==> src/rtl/input_router.sv <==
// Spike router: accumulates one source neuron's weight row into the excitatory or
// inhibitory dendritic sum RAM, and clears both dendritic RAMs on request.
module input_router #(
  parameter int NEURON_WIDTH = 11,
  parameter int DATA_WIDTH   = 44,
  parameter int ADDR_WIDTH   = 22
) (
  input  logic                    Clock,
  input  logic                    Reset,
  input  logic                    RouteEnable,
  input  logic                    Initialize,
  input  logic [NEURON_WIDTH-1:0] ExRangeLOWER,
  input  logic [NEURON_WIDTH-1:0] ExRangeUPPER,
  input  logic [NEURON_WIDTH-1:0] InRangeLOWER,
  input  logic [NEURON_WIDTH-1:0] InRangeUPPER,
  input  logic [NEURON_WIDTH-1:0] IPRangeLOWER,
  input  logic [NEURON_WIDTH-1:0] IPRangeUPPER,
  input  logic [NEURON_WIDTH-1:0] NeuStart,
  input  logic [NEURON_WIDTH-1:0] NeuEnd,
  input  logic [NEURON_WIDTH-1:0] NeuronID,
  input  logic [DATA_WIDTH-1:0]   WeightData,
  output logic                    WChipEnable,
  output logic                    WWriteEnable,
  output logic [ADDR_WIDTH-1:0]   WRAMAddress,
  input  logic [DATA_WIDTH-1:0]   ExWeightSum,
  input  logic [DATA_WIDTH-1:0]   InWeightSum,
  output logic                    EXChipEnable,
  output logic                    INChipEnable,
  output logic                    EXWriteEnable,
  output logic                    INWriteEnable,
  output logic [NEURON_WIDTH-1:0] EXAddress,
  output logic [NEURON_WIDTH-1:0] INAddress,
  output logic [DATA_WIDTH-1:0]   NewExWeightSum,
  output logic [DATA_WIDTH-1:0]   NewInWeightSum,
  output logic                    RoutingComplete
);

  typedef enum logic [2:0] {IDLE, INIT, RD, WR, DONE} stateT;

  stateT                   state, stateNext;
  logic [NEURON_WIDTH-1:0] i, iNext;
  logic [NEURON_WIDTH-1:0] lastIdx;
  logic [ADDR_WIDTH-1:0]   base;
  logic                    exPath, exPathNext;
  logic                    loadCfg;
  logic                    srcIsEx, srcIsIn;
  logic [NEURON_WIDTH:0]   nCount;
  logic signed [DATA_WIDTH-1:0] exSum, inSum, weight;

  function automatic logic inRange(input logic [NEURON_WIDTH-1:0] id,
                                   input logic [NEURON_WIDTH-1:0] lo,
                                   input logic [NEURON_WIDTH-1:0] hi);
    return (id >= lo) && (id <= hi);
  endfunction

  // Dendritic update wraps on overflow; no saturation is wanted here.
  function automatic logic signed [DATA_WIDTH-1:0] wrapAdd(input logic signed [DATA_WIDTH-1:0] a,
                                                           input logic signed [DATA_WIDTH-1:0] b);
    return a + b;
  endfunction

  assign exSum   = ExWeightSum;
  assign inSum   = InWeightSum;
  assign weight  = WeightData;
  assign srcIsEx = inRange(NeuronID, IPRangeLOWER, IPRangeUPPER) ||
                   inRange(NeuronID, ExRangeLOWER, ExRangeUPPER);
  assign srcIsIn = inRange(NeuronID, InRangeLOWER, InRangeUPPER);
  assign nCount  = {1'b0, NeuEnd} - {1'b0, NeuStart} + (NEURON_WIDTH+1)'(1);

  always_ff @(posedge Clock or negedge Reset) begin
    if (!Reset) begin
      state <= IDLE;
      i     <= '0;
    end else begin
      state <= stateNext;
      i     <= iNext;
    end
  end

  // Route/clear parameters are frozen when leaving IDLE so input changes mid-run are ignored.
  always_ff @(posedge Clock) begin
    if (loadCfg) begin
      lastIdx <= NeuEnd - NeuStart;
      base    <= ADDR_WIDTH'(NeuronID) * ADDR_WIDTH'(nCount);
      exPath  <= exPathNext;
    end
  end

  always_comb begin
    stateNext       = state;
    iNext           = i;
    loadCfg         = 1'b0;
    exPathNext      = 1'b1;
    WChipEnable     = 1'b0;
    WWriteEnable    = 1'b0;
    WRAMAddress     = '0;
    EXChipEnable    = 1'b0;
    INChipEnable    = 1'b0;
    EXWriteEnable   = 1'b0;
    INWriteEnable   = 1'b0;
    EXAddress       = '0;
    INAddress       = '0;
    NewExWeightSum  = '0;
    NewInWeightSum  = '0;
    RoutingComplete = 1'b0;
    case (state)
      IDLE: begin
        iNext = '0;
        if (Initialize) begin
          stateNext = INIT;
          loadCfg   = 1'b1;
        end else if (RouteEnable) begin
          loadCfg = 1'b1;
          if (srcIsEx) begin
            stateNext  = RD;
            exPathNext = 1'b1;
          end else if (srcIsIn) begin
            stateNext  = RD;
            exPathNext = 1'b0;
          end else begin
            stateNext = DONE;
          end
        end
      end
      INIT: begin
        EXChipEnable  = 1'b1;
        INChipEnable  = 1'b1;
        EXWriteEnable = 1'b1;
        INWriteEnable = 1'b1;
        EXAddress     = i;
        INAddress     = i;
        if (i == lastIdx) begin
          stateNext = IDLE;
          iNext     = '0;
        end else begin
          iNext = i + NEURON_WIDTH'(1);
        end
      end
      RD: begin
        WChipEnable = 1'b1;
        WRAMAddress = base + ADDR_WIDTH'(i);
        if (exPath) begin
          EXChipEnable = 1'b1;
          EXAddress    = i;
        end else begin
          INChipEnable = 1'b1;
          INAddress    = i;
        end
        stateNext = WR;
      end
      WR: begin
        if (exPath) begin
          EXChipEnable   = 1'b1;
          EXWriteEnable  = 1'b1;
          EXAddress      = i;
          NewExWeightSum = wrapAdd(exSum, weight);
        end else begin
          INChipEnable   = 1'b1;
          INWriteEnable  = 1'b1;
          INAddress      = i;
          NewInWeightSum = wrapAdd(inSum, weight);
        end
        if (i == lastIdx) begin
          stateNext = DONE;
        end else begin
          iNext     = i + NEURON_WIDTH'(1);
          stateNext = RD;
        end
      end
      DONE: begin
        RoutingComplete = 1'b1;
        if (!RouteEnable) stateNext = IDLE;
      end
      default: stateNext = IDLE;
    endcase
  end

endmodule

==> config.mk <==
export PLATFORM = sky130hd
export DESIGN_NAME = input_router
export DESIGN_NICKNAME = d
export VERILOG_FILES = /design/src/rtl/input_router.sv
export SDC_FILE = /design/constraint.sdc
export NUM_CORES = 1
export LEC_CHECK = 0
export BUFFER_PORTS_ARGS = -buffer_cell sky130_fd_sc_hd__buf_2
export CORE_MARGIN = 5
export CORE_UTILIZATION = 50
export DETAILED_ROUTE_END_ITERATION = 10
export GPL_ROUTABILITY_DRIVEN = 0
export PLACE_DENSITY = 0.84
export SLEW_MARGIN = 20
export SYNTH_ARGS = -nofsm -noshare
export SYNTH_HDL_FRONTEND = slang
export SYNTH_SLANG_ARGS = --single-unit
==> constraint.sdc <==
create_clock -name Clock -period 13.2 [get_ports Clock]
set_input_delay 1.98 -clock Clock [delete_from_list [all_inputs] [get_ports Clock]]
set_output_delay 1.98 -clock Clock [all_outputs]
set_load 0.005 [all_outputs]
==> results.cfg, run 1 <==
[status]
status = finished, final reports clean

[timing]
setup_viol = 0
max_freq_mhz = 108
timing.final.crit_share_pct = 70.2
slew_viol_final = 0
worst_slew_pin_slew_ns = 1.12
timing_hold_violations_final = 0
rsz0062_at_grt = no
final.setup.tns_ns = 0
setup_ws_ns = 3.94
period_needed_ns = 9.26
finalClockSkew_ns = 0.00826
relSlewSlack_pct = 25.0

[pwr]
ir_drop_uv = 368
powerDensity_mw_per_mm2 = 202
p_leak_uw = 0.00895

[run]
drv_cap = 0

[global_route]
grt_antenna_before_repair = 1
grt_pass1_vias = 15464
grt.total_usage_pct = 26.8
grt-ovfl-total = 0
grt_pass1_wl_mm = 74.3
grt_start_max_net_pins = 42

[synth]
synth_edf_count = 34
yosysWarnings = 0
synth_area_per_cell_um2 = 7.77
yosysSeqAreaShare_pct = 9.30
synth-seq-cells = 48
ys.flop_type = edfxtp_1
synth_area_leaders = ha_1 21%, fa_1 13%, edfxtp_1 6.9%
async_flop_share_pct = 29.2
synth_top_area_share_pct = 20.8
synth_top_area_cell = ha_1
synth_cell_type_count = 80
synth_fp_nets = 2474
netlist_area_mm2 = 0.0147
synth_cells = 1896

[cells_and_area]
drive_gt1_share_pct = 19.1
seq_area_mm2 = 0.00137
multi_input_area_mm2 = 0.0122
syn2layout_area_growth_pct = 16.1
nFillCells = 2557
nets = 2802
final_area_mm2 = 0.0171

[setup_path]
worstSetupPathType = primary input to flop
arrival_ns = 9.31
crit_fanout = 11
slowest_delay_ns = 0.75
worst_ep_required_time_ns = 13.24
start_kind = primary input
cp_slowest_cell = xnor2_1
crit_path_end_kind = flop

[hold_path]
min_path_type = flop to flop

[detailed_routing]
drt_iter0_drc = 935
totalWireLength_mm = 46.5
avgViaCountPerCell = 5.77
dr.pass1.iters = 5
drc = 0
wl_per_cell_um = 17.8
via_count = 15047
ant_nets = 0

[clock_tree]
cts_max_path_buffers = 2
cts_resized = 0
cts_hold_buf = 0
cts_root_buf = clkbuf_16
postCtsSetupBuffers = 0
cts_made_buffers = 5
clkSlewWorstSetupHoldPaths_ns = 0.07
cts.sinks = 48
clock_latency_ns = 0.29
cts_tree = done
htree_levels = 2

[placed_design]
postPlaceCellArea_mm2 = 0.0169
port_buffers = 372
place_ws_ns = 3.67
place_hpwl_mm = 39.3

[die]
dieArea_mm2 = 0.0330
start_util_pct = 50.9
rows = 62
fp.dieW_um = 182
die_h_um = 182
pin_count = 374
core-area_mm2 = 0.0289
==> final timing paths <==
check	depth (start not counted)	endpoint	slack (ns)	startpoint
min	1	i[0]$_DFFE_PN0P_	0.68	i[0]$_DFFE_PN0P_
min reg2reg	1	i[0]$_DFFE_PN0P_	0.68	i[0]$_DFFE_PN0P_
max reg2reg	9	i[10]$_DFFE_PN0P_	10.47	i[9]$_DFFE_PN0P_
min in group asynchronous	1	i[5]$_DFFE_PN0P_	1.57	Reset
max	29	base[16]$_DFFE_PP_	3.94	NeuStart[1]
max in group asynchronous	1	i[7]$_DFFE_PN0P_	11.39	Reset
==> metrics by stage <==
step / hold WS (ns) / utilization [%] / power [uW] / std cells
2_1_floorplan: 0.544 / - / 2580 / 1896
3_3_place_gp: 0.645 / 58.4 / 3130 / 2601
3_5_place_dp: 0.666 / 58.4 / 3270 / 2601
4_1_cts: 0.666 / 59.1 / 3460 / 2609
5_1_grt: 0.708 / 59.1 / 3890 / 2609
6_report: 0.679 / 59.1 / 3450 / 2610
==> layout by cell type, fill, tap and decap left out, types with 17 or more instances in the layout <==
cell type,count
o21a_1,23
nor2b_1,35
o21ai_0,81
ha_1,245
inv_1,246
nand4_1,18
a31oi_1,19
o21bai_1,17
nor3_1,42
edfxtp_1,34
a21o_1,43
nand3_1,39
xor2_1,67
xnor2_1,67
nand2_1,155
fa_1,98
nor2_1,164
and3_1,22
nand2b_1,31
and2_1,81
a21oi_1,114
buf_2,372
a211oi_1,25
==> Yosys cell counts, types with 14 or more instances <==
cell	n
nand2b_1	31
a21oi_1	114
nand3_1	41
xor2_1	68
o21ai_0	81
fa_1	98
nand4_1	18
edfxtp_1	34
dfrtp_1	14
a31oi_1	19
o21bai_1	17
a21o_1	43
and2_1	81
inv_1	246
o21ai_1	16
a211oi_1	25
nor2_1	164
o21a_1	23
nor2b_1	35
ha_1	245
nor3_1	42
xnor2_1	67
clkbuf_1	43
and3_1	22
nand2_1	155
==> metal layers <==
metal	GRT usage (%)	part of all wire [%]	wire length, um
met5	0	0.028	13
met1	30.2	37	17300
met4	9.37	3.9	1790
met2	51.6	52	24000
met3	3.16	7.2	3330
==> critical path: cells and delay by family <==
kind / cells / cell delay (ns)
AO/OA/AOI/OAI: 7 / 1.48
XOR/XNOR: 2 / 0.90
adder cells (fa/ha/maj): 9 / 3.74
buffers and inverters: 7 / 0.45
AND/OR/NAND/NOR: 4 / 0.75
==> cell type report <==
cell class                      count  share of cell area (%)
Antenna cell                        1                  0.0146
Clock buffer                        5                   0.731
Clock inverter                      3                   0.402
Inverter                          246                    5.40
Multi-Input combinational cell   1545                    71.5
Sequential cell                    48                    8.01
Tap cell                          384                    2.81
Timing Repair Buffer              378                    11.1
==> sequential cells by signal, indices dropped and copies added (netlist names) <==
signal / flops
i: 11
state: 3
base: 22
lastIdx: 11
exPath: 1
==> power by group <==
part / internal [uW] / switching, uW
clock: 109 / 58.0
combinational: 1270 / 1670
sequential: 313 / 24.1
==> kinds of logic after synthesis <==
family / share of synthesized area (%)
AO/OA/AOI/OAI: 18.8
XOR/XNOR: 8.02
adder cells (fa/ha/maj): 34.1
buffers and inverters: 7.86
flip-flops: 9.30
multiplexers: 0.416
other: 0.0254
AND/OR/NAND/NOR: 21.5
(Power assumes the default switching activity.)
==> inputs of run 2 (changes only) <==
==> constraint.sdc (replaced) <==
create_clock -name Clock -period 9.4 [get_ports Clock]
set_input_delay 1.41 -clock Clock [delete_from_list [all_inputs] [get_ports Clock]]
set_output_delay 1.41 -clock Clock [all_outputs]
set_load 0.005 [all_outputs]
==> run 2 against run 1 <==
Global-route usage grew 0.17 points. Flip-flop and latch count is the same. Setup slack lost 3.1 ns. Critical path depth is the same. First-iteration DRC count grew 1.2%. Cell count grew 0.11%. Die area is the same. Largest cell class unchanged. Non-clock buffer count grew 3. Sequential power grew 40%. Sequential share of layout area is essentially flat.
==> results.cfg, run 2 (synthesis results as in run 1) <==
[status]
status = finished, final reports clean

[timing]
setup_viol = 0
rsz0062_at_grt = no
timing_hold_violations_final = 0
worst_slew_pin_slew_ns = 1.05
finalClockSkew_ns = 0.0117
period_needed_ns = 8.59
relSlewSlack_pct = 29.3
setup_ws_ns = 0.805
fin_hold_ws_ns = 0.697
timing.final.crit_share_pct = 91.4
final.setup.tns_ns = 0
max_freq_mhz = 116
slew_viol_final = 0

[die]
core-area_mm2 = 0.0289
rows = 62
die_h_um = 182
start_util_pct = 50.9
dieArea_mm2 = 0.0330
pin_count = 374
fp.dieW_um = 182

[pwr]
switching_power_uw = 2520
power.share.clock_pct = 3.6
p_leak_uw = 0.00894
powerDensity_mw_per_mm2 = 285
p_int_uw = 2330
ir_drop_uv = 437
seqPwrFrac_pct = 9.7
swShare_pct = 52.0
combinationalPowerShare_pct = 86.7

[setup_path]
worst_ep_required_time_ns = 9.44
start_kind = primary input
r2r-start = i[9]$_DFFE_PN0P_
cp_slowest_cell = xnor2_1
crit_path_end_kind = flop
slowest_delay_ns = 0.82
regToRegSetupSlack_ns = 6.71
crit_fanout = 11
worstSetupPathType = primary input to flop
arrival_ns = 8.64
rr_endpoint = i[10]$_DFFE_PN0P_
worstRegToRegCells = 9

[placed_design]
port_buffers = 372
dpl.cell_count = 2604
place_hpwl_mm = 39.6
place_ws_ns = 0.669
postPlaceCellArea_mm2 = 0.0169

[detailed_routing]
drc = 0
dr.pass1.iters = 5
ant_nets = 0
wl_per_cell_um = 17.9
totalWireLength_mm = 46.9
drt_iter0_drc = 946
avgViaCountPerCell = 5.78
via_count = 15106

[global_route]
grt.total_usage_pct = 27.0
grt_start_max_net_pins = 42
grt-ovfl-total = 0
grt_pass1_wl_mm = 74.6
grt_antenna_before_repair = 4
grt_pass1_vias = 15413

[cells_and_area]
mostFrequentLayoutCells = 372 x buf_2, 246 x inv_1, 245 x ha_1, 164 x nor2_1, 155 x nand2_1
syn2layout_area_growth_pct = 15.8
largest_register_ffs = 22
reg_top3 = base: 22 flops, i: 11 flops, lastIdx: 11 flops
nets = 2805
drive_gt1_share_pct = 19.0
final_area_mm2 = 0.0171
layout_commonest_cell = buf_2
largest-register = base
final_cells = 2613

[clock_tree]
clkSlewWorstSetupHoldPaths_ns = 0.06
cts_made_buffers = 5
cts_tree = done
htree_levels = 2
cts_max_path_buffers = 2
cts_root_buf = clkbuf_16
postCtsSetupBuffers = 0
cts_hold_buf = 0
clock_latency_ns = 0.30
cts.sinks = 48
cts_resized = 0

[hold_path]
hold_depth = 2
hp-start = i[1]$_DFFE_PN0P_
min_path_type = flop to flop
hold_path_end = i[1]$_DFFE_PN0P_

[run]
drv_cap = 0
run 2: cell count changes in the layout (fill, tap and decap cells not counted), sizes merged:
cell,delta
clkinv,+2
buf,+3
diode,+1
inv,-1
bufinv,-2
run 2: layout make-up:
type | count | area (um2)
diodes | 2 | 5.00
flip-flops and latches | 48 | 1370
fillers | 2589 | 11900
well taps | 384 | 480
clock buffers | 5 | 125
multi-input cells | 1545 | 12200
repair buffers | 381 | 1930
inverters | 246 | 923
clock inverters | 2 | 12.5
run 2: per-layer routing:
| layer | vias to the layer above | track usage, % | share of wire [%] |
|---|---|---|---|
| met5 | - | 0 | 0.058 |
| met4 | 4 | 10.9 | 4.7 |
| met3 | 164 | 3.94 | 8.3 |
| met2 | 763 | 51.2 | 51 |
| met1 | 7030 | 29.9 | 36 |
| li1 | 7145 | - | - |
run 2: power by group through the flow:
stage / Clock, uW / Combinational, uW / Sequential [uW]
6_report: 174 / 4210 / 473
5_1_grt: 181 / 4800 / 476
4_1_cts: 174 / 4190 / 473
3_3_place_gp: 0 / 3920 / 476
2_1_floorplan: 0 / 3160 / 460
3_5_place_dp: 0 / 4150 / 477
run 2: how the worst max path moves through the flow:
stage	from	to	cells after the start	slack [ns]
2_1_floorplan	NeuStart[1]	base[16]$_DFFE_PP_	29	1.41
3_3_place_gp	NeuStart[2]	base[16]$_DFFE_PP_	28	1.02
3_5_place_dp	NeuStart[2]	base[16]$_DFFE_PP_	28	0.67
4_1_cts	NeuStart[2]	base[16]$_DFFE_PP_	28	0.96
5_1_grt	NeuStart[1]	base[16]$_DFFE_PP_	29	0.51
6_report	NeuStart[1]	base[16]$_DFFE_PP_	29	0.81
run 2: critical path: cells and delay by family:
family,cells,cell delay (ns)
buffers and inverters,7,0.48
AO/OA/AOI/OAI,7,1.41
XOR/XNOR,2,0.97
AND/OR/NAND/NOR,4,0.70
adder cells (fa/ha/maj),9,3.66
run 2: per-stage QoR:
stage	util [%]	power [uW]
floorplan	-	3620
global placement	58.5	4400
detailed placement	58.5	4630
CTS	59.0	4840
global route	59.0	5450
finish	59.0	4860
